File: src/rtl/spi_slave_port_if.sv
// Pin-side and byte-stream signals of spi_slave_port, bundled for port use.
// The slave modport is the endpoint's view; the master modport drives it.
interface spi_slave_port_if;
   logic       spi_clk_i;
   logic       spi_mosi_i;
   logic [1:0] spi_nss_i;
   logic       spi_miso_o;
   logic       spi_miso_oe_o;
   logic [7:0] rx_data_o;
   logic       rx_valid_o;
   logic       rx_ready_i;
   logic [7:0] tx_data_i;
   logic       tx_valid_i;
   logic       tx_ready_o;
   logic       rx_ovr_o;
   logic       frame_err_o;
   logic       clr_i;
   logic       busy_o;

   modport slave (
      input  spi_clk_i, spi_mosi_i, spi_nss_i, rx_ready_i, tx_data_i, tx_valid_i, clr_i,
      output spi_miso_o, spi_miso_oe_o, rx_data_o, rx_valid_o, tx_ready_o,
             rx_ovr_o, frame_err_o, busy_o
   );

   modport master (
      output spi_clk_i, spi_mosi_i, spi_nss_i, rx_ready_i, tx_data_i, tx_valid_i, clr_i,
      input  spi_miso_o, spi_miso_oe_o, rx_data_o, rx_valid_o, tx_ready_o,
             rx_ovr_o, frame_err_o, busy_o
   );
endinterface

File: src/rtl/spi_slave_port.sv
// Oversampled byte-oriented SPI slave: MOSI -> rx valid/ready, tx holding -> MISO.
// Define SPI_SLAVE_ECHO_EN to refill an empty transmit slot with the last received byte.
module spi_slave_port #(
   parameter bit       CPOL     = 1'b0,
   parameter bit       CPHA     = 1'b0,
   parameter bit [0:0] CS_INDEX = 1'b0
) (
   input  logic            hclk,
   input  logic            hreset,
   spi_slave_port_if.slave bus
);
   typedef enum logic [1:0] {IDLE, LOAD, SHIFT} state_t;

   state_t     state;
   logic       clk_s1, clk_s2, clk_h;
   logic       mosi_s1, mosi_s2;
   logic       nss_s1, nss_s2, nss_h;
   logic [2:0] bit_cnt;
   logic [6:0] rx_shift;
   logic [6:0] tx_shift;
   logic       pend_load;
   logic       hold_full;
   logic [7:0] hold_data;
   logic       miso, miso_oe, busy, rx_valid, tx_ready, rx_ovr, frame_err;
   logic [7:0] rx_data;

   logic       lead, trail, sample_edge, shift_edge, nss_fall, nss_rise;
   logic       load, accept, hold_full_nx;
   logic [7:0] fill, load_src;

   assign lead     = (clk_h == CPOL) && (clk_s2 != CPOL);
   assign trail    = (clk_h != CPOL) && (clk_s2 == CPOL);
   assign nss_fall = nss_h & ~nss_s2;
   assign nss_rise = ~nss_h & nss_s2;

   // A select rise outranks any clock edge seen in the same cycle.
   assign sample_edge = (state == SHIFT) && !nss_rise && (CPHA ? trail : lead);
   assign shift_edge  = (state == SHIFT) && !nss_rise && (CPHA ? lead : trail);
   assign load        = ((state == LOAD) && !nss_rise) || (shift_edge && pend_load);
   assign accept      = bus.tx_valid_i && tx_ready;

`ifdef SPI_SLAVE_ECHO_EN
   assign fill = rx_data;
`else
   assign fill = 8'hFF;
`endif
   assign load_src = hold_full ? hold_data : fill;

   // An accept can only land on an empty slot, so a coincident load takes the fill.
   always_comb begin
      hold_full_nx = hold_full;
      if (accept)    hold_full_nx = 1'b1;
      else if (load) hold_full_nx = 1'b0;
   end

   always_ff @(posedge hclk or posedge hreset) begin
      if (hreset) begin
         state     <= IDLE;
         clk_s1    <= CPOL;
         clk_s2    <= CPOL;
         clk_h     <= CPOL;
         mosi_s1   <= 1'b0;
         mosi_s2   <= 1'b0;
         nss_s1    <= 1'b1;
         nss_s2    <= 1'b1;
         nss_h     <= 1'b1;
         bit_cnt   <= 3'd0;
         rx_shift  <= 7'd0;
         tx_shift  <= 7'h7F;
         pend_load <= 1'b0;
         hold_full <= 1'b0;
         hold_data <= 8'd0;
         miso      <= 1'b1;
         miso_oe   <= 1'b0;
         busy      <= 1'b0;
         rx_data   <= 8'd0;
         rx_valid  <= 1'b0;
         tx_ready  <= 1'b0;
         rx_ovr    <= 1'b0;
         frame_err <= 1'b0;
      end else begin
         clk_s1  <= bus.spi_clk_i;
         clk_s2  <= clk_s1;
         clk_h   <= clk_s2;
         mosi_s1 <= bus.spi_mosi_i;
         mosi_s2 <= mosi_s1;
         nss_s1  <= bus.spi_nss_i[CS_INDEX];
         nss_s2  <= nss_s1;
         nss_h   <= nss_s2;

         hold_full <= hold_full_nx;
         tx_ready  <= ~hold_full_nx;
         if (accept) hold_data <= bus.tx_data_i;

         // Clears come first so a same-cycle set below wins.
         if (bus.clr_i) begin
            rx_ovr    <= 1'b0;
            frame_err <= 1'b0;
         end
         if (rx_valid && bus.rx_ready_i) rx_valid <= 1'b0;

         if (nss_rise && state != IDLE) begin
            if (state == SHIFT && bit_cnt != 3'd0) frame_err <= 1'b1;
            state     <= IDLE;
            bit_cnt   <= 3'd0;
            pend_load <= 1'b0;
            miso      <= 1'b1;
            miso_oe   <= 1'b0;
            busy      <= 1'b0;
         end else begin
            case (state)
               IDLE: begin
                  bit_cnt   <= 3'd0;
                  pend_load <= 1'b0;
                  miso      <= 1'b1;
                  if (nss_fall) begin
                     state   <= LOAD;
                     miso_oe <= 1'b1;
                     busy    <= 1'b1;
                  end
               end
               LOAD: begin
                  tx_shift <= load_src[6:0];
                  miso     <= load_src[7];
                  state    <= SHIFT;
               end
               SHIFT: begin
                  if (sample_edge) begin
                     bit_cnt <= bit_cnt + 3'd1;
                     if (bit_cnt == 3'd7) begin
                        rx_data   <= {rx_shift, mosi_s2};
                        rx_valid  <= 1'b1;
                        pend_load <= 1'b1;
                        if (rx_valid && !bus.rx_ready_i) rx_ovr <= 1'b1;
                     end else begin
                        rx_shift <= {rx_shift[5:0], mosi_s2};
                     end
                  end
                  // CPHA=1: the first leading edge of a frame carries the MSB already on MISO.
                  if (shift_edge) begin
                     if (pend_load) begin
                        tx_shift  <= load_src[6:0];
                        miso      <= load_src[7];
                        pend_load <= 1'b0;
                     end else if (!(CPHA && bit_cnt == 3'd0)) begin
                        tx_shift <= {tx_shift[5:0], 1'b1};
                        miso     <= tx_shift[6];
                     end
                  end
               end
               default: state <= IDLE;
            endcase
         end
      end
   end

   assign bus.spi_miso_o    = miso;
   assign bus.spi_miso_oe_o = miso_oe;
   assign bus.busy_o        = busy;
   assign bus.rx_data_o     = rx_data;
   assign bus.rx_valid_o    = rx_valid;
   assign bus.tx_ready_o    = tx_ready;
   assign bus.rx_ovr_o      = rx_ovr;
   assign bus.frame_err_o   = frame_err;
endmodule

File: src/flat_wrapper.sv
// flat-port wrapper written by rule: the top's interface ports become plain ports
module spi_slave_port_flat 
#(
   parameter bit       CPOL     = 1'b0,
   parameter bit       CPHA     = 1'b0,
   parameter bit [0:0] CS_INDEX = 1'b0
)
  (hclk, hreset, bus_spi_clk_i, bus_spi_mosi_i, bus_spi_nss_i, bus_rx_ready_i, bus_tx_data_i, bus_tx_valid_i, bus_clr_i, bus_spi_miso_o, bus_spi_miso_oe_o, bus_rx_data_o, bus_rx_valid_o, bus_tx_ready_o, bus_rx_ovr_o, bus_frame_err_o, bus_busy_o);
  spi_slave_port_if bus_i ();
  input  logic hclk;
  input  logic hreset;
  input wire logic [$bits(bus_i.spi_clk_i)-1:0] bus_spi_clk_i;
  input wire logic [$bits(bus_i.spi_mosi_i)-1:0] bus_spi_mosi_i;
  input wire logic [$bits(bus_i.spi_nss_i)-1:0] bus_spi_nss_i;
  input wire logic [$bits(bus_i.rx_ready_i)-1:0] bus_rx_ready_i;
  input wire logic [$bits(bus_i.tx_data_i)-1:0] bus_tx_data_i;
  input wire logic [$bits(bus_i.tx_valid_i)-1:0] bus_tx_valid_i;
  input wire logic [$bits(bus_i.clr_i)-1:0] bus_clr_i;
  output wire logic [$bits(bus_i.spi_miso_o)-1:0] bus_spi_miso_o;
  output wire logic [$bits(bus_i.spi_miso_oe_o)-1:0] bus_spi_miso_oe_o;
  output wire logic [$bits(bus_i.rx_data_o)-1:0] bus_rx_data_o;
  output wire logic [$bits(bus_i.rx_valid_o)-1:0] bus_rx_valid_o;
  output wire logic [$bits(bus_i.tx_ready_o)-1:0] bus_tx_ready_o;
  output wire logic [$bits(bus_i.rx_ovr_o)-1:0] bus_rx_ovr_o;
  output wire logic [$bits(bus_i.frame_err_o)-1:0] bus_frame_err_o;
  output wire logic [$bits(bus_i.busy_o)-1:0] bus_busy_o;
  assign bus_i.spi_clk_i = bus_spi_clk_i;
  assign bus_i.spi_mosi_i = bus_spi_mosi_i;
  assign bus_i.spi_nss_i = bus_spi_nss_i;
  assign bus_i.rx_ready_i = bus_rx_ready_i;
  assign bus_i.tx_data_i = bus_tx_data_i;
  assign bus_i.tx_valid_i = bus_tx_valid_i;
  assign bus_i.clr_i = bus_clr_i;
  assign bus_spi_miso_o = bus_i.spi_miso_o;
  assign bus_spi_miso_oe_o = bus_i.spi_miso_oe_o;
  assign bus_rx_data_o = bus_i.rx_data_o;
  assign bus_rx_valid_o = bus_i.rx_valid_o;
  assign bus_tx_ready_o = bus_i.tx_ready_o;
  assign bus_rx_ovr_o = bus_i.rx_ovr_o;
  assign bus_frame_err_o = bus_i.frame_err_o;
  assign bus_busy_o = bus_i.busy_o;
  spi_slave_port #(.CPOL(CPOL), .CPHA(CPHA), .CS_INDEX(CS_INDEX)) u_core (.hclk(hclk), .hreset(hreset), .bus(bus_i));
endmodule
File: config.mk
export PLATFORM = sky130hd
export DESIGN_NAME = spi_slave_port_flat
export DESIGN_NICKNAME = d
export VERILOG_FILES = /design/src/rtl/spi_slave_port_if.sv /design/src/rtl/spi_slave_port.sv /design/src/flat_wrapper.sv
export SDC_FILE = /design/constraint.sdc
export NUM_CORES = 1
export LEC_CHECK = 0
export ABC_CLOCK_PERIOD_IN_PS = 2050
export BUFFER_PORTS_ARGS = -buffer_cell sky130_fd_sc_hd__buf_4
export CORE_ASPECT_RATIO = 1.25
export CORE_MARGIN = 5
export CORE_UTILIZATION = 56
export DETAILED_ROUTE_END_ITERATION = 7
export PLACE_DENSITY = 0.83
export SETUP_SLACK_MARGIN = 0.15
export SYNTH_ARGS = -nofsm -noshare
export SYNTH_HDL_FRONTEND = slang
export SYNTH_SLANG_ARGS = --single-unit
File: constraint.sdc
create_clock -name hclk -period 2.05 [get_ports hclk]
set_input_delay 0.615 -clock hclk [delete_from_list [all_inputs] [get_ports hclk]]
set_output_delay 0.615 -clock hclk [all_outputs]
set_load 0.02 [all_outputs]
# Word-level counts from Yosys, hierarchy flattened
# Cells that the tools add are included.
# word_totals
register_bits	51
in_bits	17
out_inout_bits	15
wordCells	109
# classes
add_sub_neg	1
eq_ne	8
n_mux	39
bitwise_logic	9
n_reduce_logical	30
# ops
operator	count
$mux 1	27
$mux 7	2
$pmux 7 s2	1
$logic_and 1x1->1	12
$mux 8	1
$reduce_and 2->1	4
$reduce_and 4->1	2
$reduce_bool 2->1	4
$not 1->1	7
$mux 3	2
$ne 3x2->1 const B	2
$pmux 2 s3	1
$pmux 3 s2	1
$reduce_bool 3->1	2
$mux 2	2
$reduce_bool 4->1	1
$add 3x1->3 const B	1
$eq 3x3->1 const B	1
$ne 3x1->1 const B	1
$pmux 1 s3	1
$reduce_and 3->1	1
$and 1x1->1	2
$eq 2x1->1 const B	1
$eq 2x2->1 const B	1
other kinds (6)	7

# Depth between registers and ports, before layout
# Gate-level depths: netlist of run 1.
# logic_depth
depth_word	10
ltp_mapped	7
depth_no_buf	6

# Worst setup path before layout of run 1
# No wires, ideal clock.
# synth_timing
path_kind	register -> register
start	reg u_core.state[1]
end	reg u_core.tx_shift[0]
setup_ns	0.079
t_arrival_ns	1.491
required_ns	1.971
path_slack_ns	0.480
path_stages_with_launch	8
n_path_buf	1
period_less_slack_ns	1.570
path_cell_list	dfrtp_1 -> inv_1 -> ha_1 -> or3b_4 -> a32oi_4 -> buf_6 -> nand2_1 -> o21ai_0
# synth_between
elab_chain_cells	5
word_cells_on_any_way	11
classes_between	eq/ne: 3; mux: 1; bitwise: 1; reduce/logical: 6
# synth_lines
item	line_no	source
start, declared	spi_slave_port.sv:14	state_t state;
start signal, assigned	spi_slave_port.sv:58	state <= IDLE;
start signal, assigned	spi_slave_port.sv:104	state <= IDLE;
start signal, assigned	spi_slave_port.sv:117	state <= LOAD;
$eq 2x2->1	spi_slave_port.sv:38, spi_slave_port.sv:111	
$logic_and 1x1->1 (2 in series)	spi_slave_port.sv:38	assign shift_edge = (state == SHIFT) && !nss_rise && (CPHA ? lead : trail);
$ne 2x1->1 (no source line)	--	
$reduce_and 3->1 (no source line)	--	
end signal, assigned	spi_slave_port.sv:123	tx_shift <= load_src[6:0];
end signal, assigned	spi_slave_port.sv:142	tx_shift <= load_src[6:0];
end signal, assigned	spi_slave_port.sv:146	tx_shift <= {tx_shift[5:0], 1'b1};
end, declared	spi_slave_port.sv:20	logic [6:0] tx_shift;
# Several ways; a longest one is shown, not always the timed one.
# A chain may end at the register's enable or synchronous reset.

# Worst setup path in the final report of run 1
# layout_timing
start	reg u_core.nss_h
end	reg u_core.rx_shift[3]
# layout_between
elab_chain_cells	6
word_cells_on_any_way	8
classes_between	bitwise: 3; reduce/logical: 5
# layout_lines
item	line_no	source
start, declared	spi_slave_port.sv:17	logic nss_s1, nss_s2, nss_h;
start signal, assigned	spi_slave_port.sv:89	nss_h <= nss_s2;
$not 1->1 *	spi_slave_port.sv:34	assign nss_rise = ~nss_h & nss_s2;
$and 1x1->1 *	spi_slave_port.sv:34	
$logic_not 1->1	spi_slave_port.sv:37	assign sample_edge = (state == SHIFT) && !nss_rise && (CPHA ? trail : lead);
$logic_and 1x1->1 (2 in series)	spi_slave_port.sv:37	
$reduce_and 4->1 (no source line) *	--	
end signal, assigned	spi_slave_port.sv:136	rx_shift <= {rx_shift[5:0], mosi_s2};
end, declared	spi_slave_port.sv:19	logic [6:0] rx_shift;
# Mark *: on every way between the ends. The rest lies on a longest branch, timed or not.

==> results.py, run 1 <==
metrics = {
    "finish": {
        "layout-area-overhead-vs-synth_pct": 17.6,
        "final_design_area_excluding_fillers_sq_mm": 0.00263,
        "nets": 244,
        "insertedDiodeCount": 0,
        "finish.cell_count_without_fillers": 276,
        "drive_gt1_share_pct": 38.7,
        "multi_input_comb_area_sq_um": 825,
        "final_cell_mix": "40 x sky130_fd_sc_hd__dfrtp_1, 34 x sky130_fd_sc_hd__buf_4, 24 x sky130_fd_sc_hd__mux2_2",
        "layout.cells.most_common": "sky130_fd_sc_hd__dfrtp_1",
        "layout.area.seq_sq_mm": 0.00129,
        "fill_cells": 310,
    },
    "timing": {
        "worst_clock_skew_ns": 0.00589,
        "maximum_operating_frequency_mhz": 579,
        "grt_setup_unrepaired": "no",
        "worst_slew_margin_rel_pct": 72.0,
        "fin_crit_period_ns": 1.73,
        "hold_viol": 0,
        "setup-violations-final": 0,
        "period_share_pct": 84.3,
        "timing_worst_slew_pin_value_ns": 0.418,
        "final-max-slew-violation-count": 0,
        "layout_setup_ws_ns": 0.321,
        "setup_total_negative_slack_ns": 0,
    },
    "setup_path": {
        "timing.critical_path.from_type": "flop",
        "ff2ff_path_depth": 4,
        "reg2reg_from": "u_core.nss_h",
        "r2r_slack_ns": 0.32,
        "worst_setup_end_kind": "flop",
        "critical_path_type": "reg2reg",
        "crit_path_max_fanout": 8,
        "r2r-end": "u_core.rx_shift[3]",
        "crit_start": "u_core.nss_h",
        "worstPathRequired_ns": 2.24,
        "worstPathArrival_ns": 1.92,
    },
    "die": {
        "die_width_um": 66.5,
        "row_count": 25,
        "ios": 32,
        "die_height_um": 80.6,
        "die_area_sq_mm": 0.00536,
        "initial_utilization_pct": 58.6,
        "floorplan.core_area_sq_mm": 0.00382,
    },
    "worst_hold_path": {
        "worst_hold_path_type": "in2async",
    },
    "placed_design": {
        "gp_congestion": 0.787,
        "place_ws_ns": 0.285,
        "placed_cell_area_sq_mm": 0.00252,
        "detailedPlacementHpwl_um": 2790,
        "port_buffers": 30,
        "dp_cells": 267,
    },
    "grt": {
        "first_global_vias": 1513,
        "global_route.usage.total_pct": 16.6,
        "first_pass_grt_wire_length_um": 6820,
        "grt_max_degree": 26,
        "antenna_found_initial": 0,
        "overflow": 0,
    },
    "routing": {
        "final_antenna_net_count": 0,
        "num_vias": 1464,
        "drt_first_iter_violations": 72,
        "route.detailed.vias_per_inst": 5.30,
        "post_detailed_route_wirelength_per_cell_um": 14.1,
        "drt_wl_total_um": 3880,
        "total_iterations_of_the_first_detailed_routing_run": 4,
        "drt_drc_violations_left": 0,
    },
    "yosys": {
        "synthesis.yosys.warnings": 0,
        "mappedNetlistArea_sq_mm": 0.00224,
        "synth_top_family_by_area": "multiplexers",
        "synth.area.mux_share_pct": 12.5,
        "postSynthCellCount": 186,
        "fraction_of_the_mapped_netlist_area_in_compound_gates_pct": 12.0,
        "yosys.area_share.xor_xnor_pct": 0,
        "postSynthRegisterBits": 51,
        "synth_cell_types": 36,
        "synth_net_count": 209,
        "seq_area_frac_synth_pct": 57.7,
        "yosys.area_share.simple_pct": 9.01,
        "adder_and_majority_cell_fraction_of_the_synthesized_area_pct": 3.36,
        "post_synth.cell_area_avg_sq_um": 12.0,
    },
    "pwr": {
        "peakVddDrop_mv": 0.595,
        "pwr_density_cell_mw_per_mm2": 1260,
        "leakage_power_figure_nw": 1.27,
    },
    "clock_tree": {
        "clock_latency_reported_for_the_late_side_of_the_worst_skew_pair_ns": 0.30,
        "cts.root.buffer_cell": "sky130_fd_sc_hd__clkbuf_8",
        "clk_pin_slew_ns": 0.09,
        "post_cts_resized": 0,
        "cts_num_sinks": 51,
        "ctsLongestPathBuffers": 2,
        "htree_num_levels": 2,
        "cts_tree": "done",
        "number_of_buffers_added_by_the_clock_tree_synthesis_step": 5,
    },
    "job": {
        "maxCapViolCount": 0,
    },
    "status": {
        "run_status": "completed",
    },
}
[worst max-delay path, cell delays in order, from the launching register on]
cell and delay [ns]:
sky130_fd_sc_hd__dfstp_2 0.61, sky130_fd_sc_hd__nand2b_4 0.19, sky130_fd_sc_hd__and4b_4 0.27, sky130_fd_sc_hd__nand2b_1 0.21, sky130_fd_sc_hd__mux2_2 0.34
[synth_stat cells]
library cell,number,area [sq um]
sky130_fd_sc_hd__o21ai_2,1,8.76
sky130_fd_sc_hd__buf_6,3,33.8
sky130_fd_sc_hd__o22a_1,1,8.76
sky130_fd_sc_hd__or3b_4,1,11.3
sky130_fd_sc_hd__and4b_4,1,13.8
sky130_fd_sc_hd__o22ai_1,2,12.5
sky130_fd_sc_hd__nand2b_1,3,18.8
sky130_fd_sc_hd__ha_1,6,75.1
sky130_fd_sc_hd__inv_1,17,63.8
sky130_fd_sc_hd__o32ai_1,1,8.76
sky130_fd_sc_hd__nor3b_1,1,7.51
sky130_fd_sc_hd__a221oi_1,1,8.76
sky130_fd_sc_hd__nand2_2,1,6.26
sky130_fd_sc_hd__nor2b_1,4,25.0
sky130_fd_sc_hd__a21oi_1,17,85.1
sky130_fd_sc_hd__dfrtp_1,40,1000
sky130_fd_sc_hd__nand4_1,1,6.26
sky130_fd_sc_hd__nand3_1,1,5.00
sky130_fd_sc_hd__o211ai_1,1,7.51
sky130_fd_sc_hd__nand2_1,15,56.3
sky130_fd_sc_hd__a31oi_1,2,12.5
sky130_fd_sc_hd__buf_4,1,7.51
sky130_fd_sc_hd__a32oi_4,1,27.5
sky130_fd_sc_hd__mux2_2,24,270
sky130_fd_sc_hd__buf_2,1,5.00
sky130_fd_sc_hd__nand4b_1,1,8.76
sky130_fd_sc_hd__a221o_1,1,10.0
sky130_fd_sc_hd__nand2b_4,1,13.8
sky130_fd_sc_hd__nor3_1,1,5.00
sky130_fd_sc_hd__o21a_1,1,7.51
sky130_fd_sc_hd__clkbuf_1,3,11.3
sky130_fd_sc_hd__and2_1,2,12.5
sky130_fd_sc_hd__dfstp_2,11,289
sky130_fd_sc_hd__nor2_1,3,11.3
sky130_fd_sc_hd__mux2i_1,1,10.0
sky130_fd_sc_hd__o21ai_0,14,70.1
[metrics by stage]
step                      utilization, %  power, mW  hold slack [ns]
after floorplan                        -       2.43            0.331
after global placement              66.1       2.64            0.332
after detailed placement            66.1       2.70            0.340
after CTS                           68.4       3.27            0.274
after global routing                68.9       3.58            0.286
final                               68.9       3.31            0.276
[state kept, by name, indices dropped and copies added, names as in the netlist, 2 cells and up]
signal / cells
u_core.rx_shift: 7
u_core.state: 2
u_core.bus.rx_data_o: 8
u_core.bit_cnt: 3
u_core.hold_data: 8
u_core.tx_shift: 7
[cell families after synthesis]
family | Yosys count
buffers and inverters | 25
DFF | 51
muxes | 25
AOI/OAI and AO/OA | 43
and+or+nand+nor | 36
adders and majority gates | 6
[metal layers]
metal	wire length, um	global-route usage [%]	vias up
met5	0	0	-
met1	1730	20.9	722
li1	-	-	709
met4	30	4.27	0
met3	154	4.76	4
met2	1960	27.8	29
[where the power goes]
| part | total, mW | internal, mW | leakage [nW] | switching (mW) |
|---|---|---|---|---|
| sequential | 1.52 | 1.34 | 0.630 | 0.177 |
| combinational | 1.23 | 0.602 | 0.592 | 0.628 |
| clock | 0.568 | 0.241 | 0.0483 | 0.327 |
[worst max-delay path by stage]
stage	slack [ns]	endpoint
5_1_grt	0.21	u_core.tx_shift[0]
3_5_place_dp	0.28	u_core.tx_shift[6]
4_1_cts	0.25	u_core.tx_shift[6]
3_3_place_gp	0.33	u_core.tx_shift[0]
6_report	0.32	u_core.rx_shift[3]
2_1_floorplan	0.22	u_core.bit_cnt[0]
[layout make-up]
cell class / instances / area share, %
clock buffers: 5 / 2.62
repair buffers: 36 / 11.2
flip-flops and latches: 51 / 49.1
inverters: 17 / 2.43
well taps: 54 / 2.57
multi-input cells: 110 / 31.4
clock inverters: 3 / 0.714
[what timing repair did]
action	in CTS	in global routing
setup buffers	0	1
endpoints found under the setup margin	0	7
hold buffers	0	0
No activity file was read; power rests on OpenSTA's default activity.
==> run 2, diff against run 1 <==
--- a/config.mk
+++ b/config.mk
@@ -5,13 +5,13 @@
 export SDC_FILE = /design/constraint.sdc
 export NUM_CORES = 1
 export LEC_CHECK = 0
-export ABC_CLOCK_PERIOD_IN_PS = 2050
+export ABC_CLOCK_PERIOD_IN_PS = 1450
 export BUFFER_PORTS_ARGS = -buffer_cell sky130_fd_sc_hd__buf_4
 export CORE_ASPECT_RATIO = 1.25
 export CORE_MARGIN = 5
-export CORE_UTILIZATION = 56
+export CORE_UTILIZATION = 50
 export DETAILED_ROUTE_END_ITERATION = 7
-export PLACE_DENSITY = 0.83
+export PLACE_DENSITY = 0.79
 export SETUP_SLACK_MARGIN = 0.15
 export SYNTH_ARGS = -nofsm -noshare
 export SYNTH_HDL_FRONTEND = slang
==> constraint.sdc (replaced) <==
create_clock -name hclk -period 1.45 [get_ports hclk]
set_input_delay 0.435 -clock hclk [delete_from_list [all_inputs] [get_ports hclk]]
set_output_delay 0.435 -clock hclk [all_outputs]
set_load 0.02 [all_outputs]
==> run 2 against run 1 <==
The run now ends with negative setup slack left. Core utilization about the same. Cell count rose by 9.4%. Hold slack got worse by 0.093 ns. Cell area is 14% higher. Global-route usage fell by 1.2 points. First-iteration DRC count increased by 17%. Count of clock-buffer cells in the layout unchanged. Wire length increased by 10%. Sequential cell count unchanged. Largest cell class unchanged. Largest power group is now combinational logic. Highest routed layer unchanged.
==> results.py, run 2 (synthesized netlist as in run 1, its figures left out) <==
metrics = {
    "status": {
        "run_status": "finished with violations",
        "violations": "negative setup slack",
    },
    "die": {
        "die_height_um": 84.8,
        "row_count": 27,
        "die_width_um": 69.8,
        "ios": 32,
        "floorplan.core_area_sq_mm": 0.00436,
        "die_area_sq_mm": 0.00592,
        "initial_utilization_pct": 51.3,
    },
    "placed_design": {
        "detailedPlacementHpwl_um": 2950,
        "place_ws_ns": -0.117,
        "gp_congestion": 0.782,
        "port_buffers": 30,
        "dp_cells": 287,
        "placed_cell_area_sq_mm": 0.00268,
    },
    "timing": {
        "timing_worst_slew_pin_value_ns": 0.404,
        "worst_slew_margin_rel_pct": 73.0,
        "period_share_pct": 110,
        "grt_setup_unrepaired": "yes",
        "layout_setup_ws_ns": -0.139,
        "setup-violations-final": 27,
        "hold_viol": 0,
        "fin_crit_period_ns": 1.59,
        "worst_clock_skew_ns": 0.00514,
        "setup_total_negative_slack_ns": -2.54,
        "final-max-slew-violation-count": 0,
        "maximum_operating_frequency_mhz": 629,
    },
    "finish": {
        "final_design_area_excluding_fillers_sq_mm": 0.00300,
        "nets": 266,
        "finish.cell_count_without_fillers": 302,
        "insertedDiodeCount": 0,
        "drive_gt1_share_pct": 48.0,
        "final_cell_mix": "40 x sky130_fd_sc_hd__dfrtp_1, 37 x sky130_fd_sc_hd__buf_4, 24 x sky130_fd_sc_hd__mux2_2",
        "layout-area-overhead-vs-synth_pct": 34.2,
        "layout.cells.most_common": "sky130_fd_sc_hd__dfrtp_1",
    },
    "grt": {
        "antenna_found_initial": 0,
        "first_global_vias": 1709,
        "overflow": 0,
        "first_pass_grt_wire_length_um": 7420,
        "global_route.usage.total_pct": 15.4,
        "grt_max_degree": 52,
    },
    "clock_tree": {
        "htree_num_levels": 2,
        "cts.root.buffer_cell": "sky130_fd_sc_hd__clkbuf_8",
        "number_of_buffers_added_by_the_clock_tree_synthesis_step": 5,
        "cts_num_sinks": 51,
        "cts_tree": "done",
        "clock_latency_reported_for_the_late_side_of_the_worst_skew_pair_ns": 0.30,
        "ctsLongestPathBuffers": 2,
        "hold_fix_buffers_cts": 0,
        "clk_pin_slew_ns": 0.09,
    },
    "routing": {
        "final_antenna_net_count": 0,
        "drt_first_iter_violations": 84,
        "post_detailed_route_wirelength_per_cell_um": 14.2,
        "drt_drc_violations_left": 0,
        "route.detailed.vias_per_inst": 5.15,
        "total_iterations_of_the_first_detailed_routing_run": 4,
        "drt_wl_total_um": 4290,
        "num_vias": 1555,
    },
    "setup_path": {
        "max_stage_delay_ns": 0.40,
        "path_cells": "inv_2, ha_4, or3b_4, a32oi_4, buf_12, nand2_1, o21ai_1",
        "crit_path_max_fanout": 15,
        "ff2ff_path_depth": 7,
        "r2r-end": "u_core.tx_shift[0]",
        "worst_setup_end_kind": "flop",
        "critical_path_depth": 7,
        "cp-endpoint": "u_core.tx_shift[0]",
        "critPathBufInv": 2,
        "critical_path_type": "reg2reg",
        "worstPathRequired_ns": 1.69,
        "reg2reg_from": "u_core.state[1]",
        "r2r_slack_ns": -0.14,
        "crit_start": "u_core.state[1]",
        "cpMaxStageDelayCell": "sky130_fd_sc_hd__dfrtp_1",
        "worstPathArrival_ns": 1.83,
        "cp_top_family": "simple AND/OR/NAND/NOR gates",
        "timing.critical_path.from_type": "flop",
    },
    "worst_hold_path": {
        "worst_hold_path_type": "in2async",
    },
    "pwr": {
        "report.power.total_mw": 5.55,
        "pwr_density_cell_mw_per_mm2": 1850,
        "leakage_power_figure_nw": 1.42,
        "peakVddDrop_mv": 1.24,
    },
    "job": {
        "maxCapViolCount": 0,
    },
}
run 2: changes by cell type in the layout (fill, tap and decap cells not counted), moves of 2 or more:
cell                        delta
sky130_fd_sc_hd__o21ai_0       -6
sky130_fd_sc_hd__a21oi_2       +2
sky130_fd_sc_hd__ha_4          +2
sky130_fd_sc_hd__o21ai_1       +6
sky130_fd_sc_hd__buf_4         +3
sky130_fd_sc_hd__buf_6        +18
sky130_fd_sc_hd__a21oi_1       -2
sky130_fd_sc_hd__inv_1         -2
sky130_fd_sc_hd__bufinv_16     +2
sky130_fd_sc_hd__clkinv_2      -2
sky130_fd_sc_hd__ha_1          -2
run 2: how the worst min path moves through the flow:
stage              startpoint             endpoint  slack, ns  cells past startpoint
6_report               hreset  u_core.hold_data[2]       0.18                      3
5_1_grt                hreset  u_core.hold_data[2]       0.20                      3
4_1_cts                hreset  u_core.hold_data[1]       0.19                      3
3_5_place_dp   u_core.mosi_s1       u_core.mosi_s2       0.34                      0
3_3_place_gp    u_core.clk_s1        u_core.clk_s2       0.33                      0
2_1_floorplan   u_core.clk_s1        u_core.clk_s2       0.33                      0
run 2: where the power goes:
| group | internal (mW) | total, mW | leakage (nW) | switching, mW |
|---|---|---|---|---|
| registers | 1.89 | 2.13 | 0.630 | 0.233 |
| clock network | 0.700 | 1.17 | 0.0703 | 0.474 |
| logic | 1.16 | 2.25 | 0.721 | 1.09 |
run 2: cell type report:
cell class	count	area [sq um]
Timing Repair Buffer	58	541
Clock buffer	5	68.8
Fill cell	302	1360
Multi-Input combinational cell	110	891
Clock inverter	3	71.3
Inverter	17	67.6
Tap cell	58	72.6
Sequential cell	51	1290
run 2: worst min-delay path: cells and delay by family:
| kind | cells | cell delay [ns] |
|---|---|---|
| buffers and inverters | 3 | 0.44 |
run 2: per-stage QoR:
| stage | hold slack (ns) | util [%] |
|---|---|---|
| floorplan | 0.331 | - |
| global placement | 0.332 | 61.5 |
| detailed placement | 0.340 | 61.5 |
| CTS | 0.195 | 67.9 |
| global route | 0.199 | 68.9 |
| finish | 0.183 | 68.9 |
run 2: metal layers:
metal  GRT usage, %  vias up  wire [um]  share of wire [%]
met5              0        -          0                  0
met4           5.40        0         65                1.5
met3           4.07        7        166                3.9
met2           27.2       27       2300                 54
met1           18.0      770       1750                 41
li1               -      751          -                  -
run 2: timing repair:
action / CTS / global route
endpoints found under the setup margin: 39 / 46
buffers inserted: 7 / 0
pin swaps: 5 / 3
gates resized for setup: 22 / 12
==> run 3, diff against run 2 <==
--- a/config.mk
+++ b/config.mk
@@ -5,7 +5,7 @@
 export SDC_FILE = /design/constraint.sdc
 export NUM_CORES = 1
 export LEC_CHECK = 0
-export ABC_CLOCK_PERIOD_IN_PS = 1450
+export ABC_CLOCK_PERIOD_IN_PS = 1350
 export BUFFER_PORTS_ARGS = -buffer_cell sky130_fd_sc_hd__buf_4
 export CORE_ASPECT_RATIO = 1.25
 export CORE_MARGIN = 5
==> constraint.sdc (replaced) <==
create_clock -name hclk -period 1.35 [get_ports hclk]
set_input_delay 0.405 -clock hclk [delete_from_list [all_inputs] [get_ports hclk]]
set_output_delay 0.405 -clock hclk [all_outputs]
set_load 0.02 [all_outputs]
==> run 3 against run 2 <==
Fmax decreased by 1.9%. Register-to-register slack got worse by 0.13 ns. Highest routed layer unchanged. First-iteration DRC count increased by 33%. Core utilization increased by 3.8 points. Non-clock buffer count increased by 11. Largest power group unchanged. Setup slack got worse by 0.13 ns. Total power increased by 7.9%. Die area unchanged. Combinational power increased by 24%. Sequential power increased by 8%. Cell area increased by 5.5%. The run still ends with negative setup slack left. Hold slack got worse by 0.033 ns.
==> results.py, run 3 (synthesized netlist as in run 1, its figures left out) <==
metrics = {
    "routing": {
        "total_iterations_of_the_first_detailed_routing_run": 4,
        "final_antenna_net_count": 0,
        "drt_drc_violations_left": 0,
        "num_vias": 1638,
        "drt_first_iter_violations": 112,
        "post_detailed_route_wirelength_per_cell_um": 15.4,
        "route.detailed.vias_per_inst": 5.22,
        "drt_wl_total_um": 4830,
    },
    "finish": {
        "layout.area.seq_sq_mm": 0.00129,
        "drive_gt1_share_pct": 55.9,
        "insertedDiodeCount": 0,
        "final_util_pct": 72.7,
        "layout-area-overhead-vs-synth_pct": 41.6,
        "finish.cell_count_without_fillers": 314,
        "multi_input_comb_area_sq_um": 995,
        "layout.cells.most_common": "sky130_fd_sc_hd__buf_4",
        "fill_cells": 269,
        "nets": 278,
        "final_cell_mix": "42 x sky130_fd_sc_hd__buf_4, 40 x sky130_fd_sc_hd__dfrtp_1, 24 x sky130_fd_sc_hd__mux2_2, 24 x sky130_fd_sc_hd__buf_6",
    },
    "setup_path": {
        "worst_setup_end_kind": "flop",
        "r2r-end": "u_core.bus.rx_data_o[1]",
        "r2r_slack_ns": -0.27,
        "timing.critical_path.from_type": "flop",
        "ff2ff_path_depth": 6,
        "crit_path_max_fanout": 5,
        "critical_path_type": "reg2reg",
        "reg2reg_from": "u_core.state[1]",
        "worstPathRequired_ns": 1.54,
        "worstPathArrival_ns": 1.81,
    },
    "timing": {
        "maximum_operating_frequency_mhz": 618,
        "hold_viol": 0,
        "grt_setup_unrepaired": "yes",
        "setup-violations-final": 32,
        "worst_slew_margin_rel_pct": 81.7,
        "fin_crit_period_ns": 1.62,
        "final-max-slew-violation-count": 0,
        "setup_total_negative_slack_ns": -6.80,
        "timing_worst_slew_pin_value_ns": 0.272,
        "period_share_pct": 120,
        "layout_setup_ws_ns": -0.269,
        "worst_clock_skew_ns": 0.0118,
    },
    "die": {
        "floorplan.core_area_sq_mm": 0.00436,
        "row_count": 27,
        "die_height_um": 84.8,
        "initial_utilization_pct": 51.3,
        "die_area_sq_mm": 0.00592,
        "die_width_um": 69.8,
        "ios": 32,
    },
    "placed_design": {
        "dp_cells": 286,
        "port_buffers": 30,
        "detailedPlacementHpwl_um": 2840,
        "gp_congestion": 0.770,
    },
    "grt": {
        "global_route.usage.total_pct": 15.8,
        "overflow": 0,
        "antenna_found_initial": 0,
        "first_pass_grt_wire_length_um": 7510,
        "first_global_vias": 1660,
        "grt_max_degree": 52,
    },
    "worst_hold_path": {
        "worst_hold_path_type": "in2async",
    },
    "status": {
        "violations": "negative setup slack",
        "run_status": "finished with violations",
    },
    "clock_tree": {
        "htree_num_levels": 2,
        "number_of_buffers_added_by_the_clock_tree_synthesis_step": 5,
        "cts.root.buffer_cell": "sky130_fd_sc_hd__clkbuf_8",
        "clk_pin_slew_ns": 0.10,
        "clock_latency_reported_for_the_late_side_of_the_worst_skew_pair_ns": 0.31,
        "ctsLongestPathBuffers": 2,
        "cts_num_sinks": 51,
        "cts_tree": "done",
    },
    "pwr": {
        "report.power.total_mw": 5.99,
        "leakage_power_figure_nw": 1.48,
        "pwr_density_cell_mw_per_mm2": 1890,
        "peakVddDrop_mv": 0.979,
    },
    "job": {
        "maxCapViolCount": 0,
    },
}
-- run 3: cell count changes in the layout (fill, tap and decap cells not counted), sizes merged --
cell    before  now
buf         58   69
bufinv       2    0
clkbuf       5    6
clkinv       0    1
nand2       16   17
-- run 3: worst max-delay path: stages (launching register included) --
cell                      delay (ns)
sky130_fd_sc_hd__dfrtp_1        0.43
sky130_fd_sc_hd__buf_4          0.16
sky130_fd_sc_hd__ha_4           0.16
sky130_fd_sc_hd__and4b_4        0.21
sky130_fd_sc_hd__buf_6          0.13
sky130_fd_sc_hd__nand2_8        0.07
sky130_fd_sc_hd__mux2_2         0.34
-- run 3: worst max-delay path by stage --
| stage | start | endpoint | slack, ns | depth (start not counted) |
|---|---|---|---|---|
| 5_1_grt | u_core.state[1] | u_core.tx_shift[5] | -0.32 | 7 |
| 3_5_place_dp | u_core.state[1] | u_core.tx_shift[0] | -0.23 | 7 |
| 4_1_cts | u_core.state[1] | u_core.tx_shift[0] | -0.24 | 7 |
| 6_report | u_core.state[1] | u_core.bus.rx_data_o[1] | -0.27 | 6 |
| 3_3_place_gp | u_core.state[1] | u_core.tx_shift[0] | -0.21 | 7 |
| 2_1_floorplan | u_core.nss_s2 | u_core.tx_shift[0] | -0.20 | 5 |
-- run 3: area by class of cell --
cell class,instances,share of cell area [%]
Clock buffer,6,2.61
Clock inverter,2,0.435
Inverter,17,2.13
Multi-Input combinational cell,111,31.4
Sequential cell,51,40.7
Tap cell,58,2.29
Timing Repair Buffer,69,20.4
-- run 3: through the flow --
step | hold WS, ns | setup slack, ns | cell area (sq um)
CTS | 0.161 | -0.243 | 2920
detailed placement | 0.336 | -0.232 | 2670
finish | 0.150 | -0.269 | 3170
floorplan | 0.331 | -0.202 | 2250
global route | 0.157 | -0.315 | 3170
global placement | 0.332 | -0.207 | 2670
-- run 3: report_power, final --
part,internal (mW),switching (mW),total (mW)
Sequential,2.03,0.257,2.29
Combinational,1.45,1.32,2.78
Clock,0.420,0.500,0.919
-- run 3: layer usage --
| metal | up-vias | wire, um | GRT usage (%) |
|---|---|---|---|
| met4 | 0 | 62 | 5.05 |
| li1 | 777 | - | - |
| met5 | - | 0 | 0 |
| met1 | 823 | 1940 | 18.7 |
| met3 | 7 | 177 | 4.91 |
| met2 | 31 | 2660 | 27.3 |
-- run 3: what timing repair did --
action	CTS	global route
hold buffers	0	0
gates resized for setup	27	34
endpoints found under the setup margin	52	50
buffers inserted	7	11
pin swaps	3	5
cloned	0	2
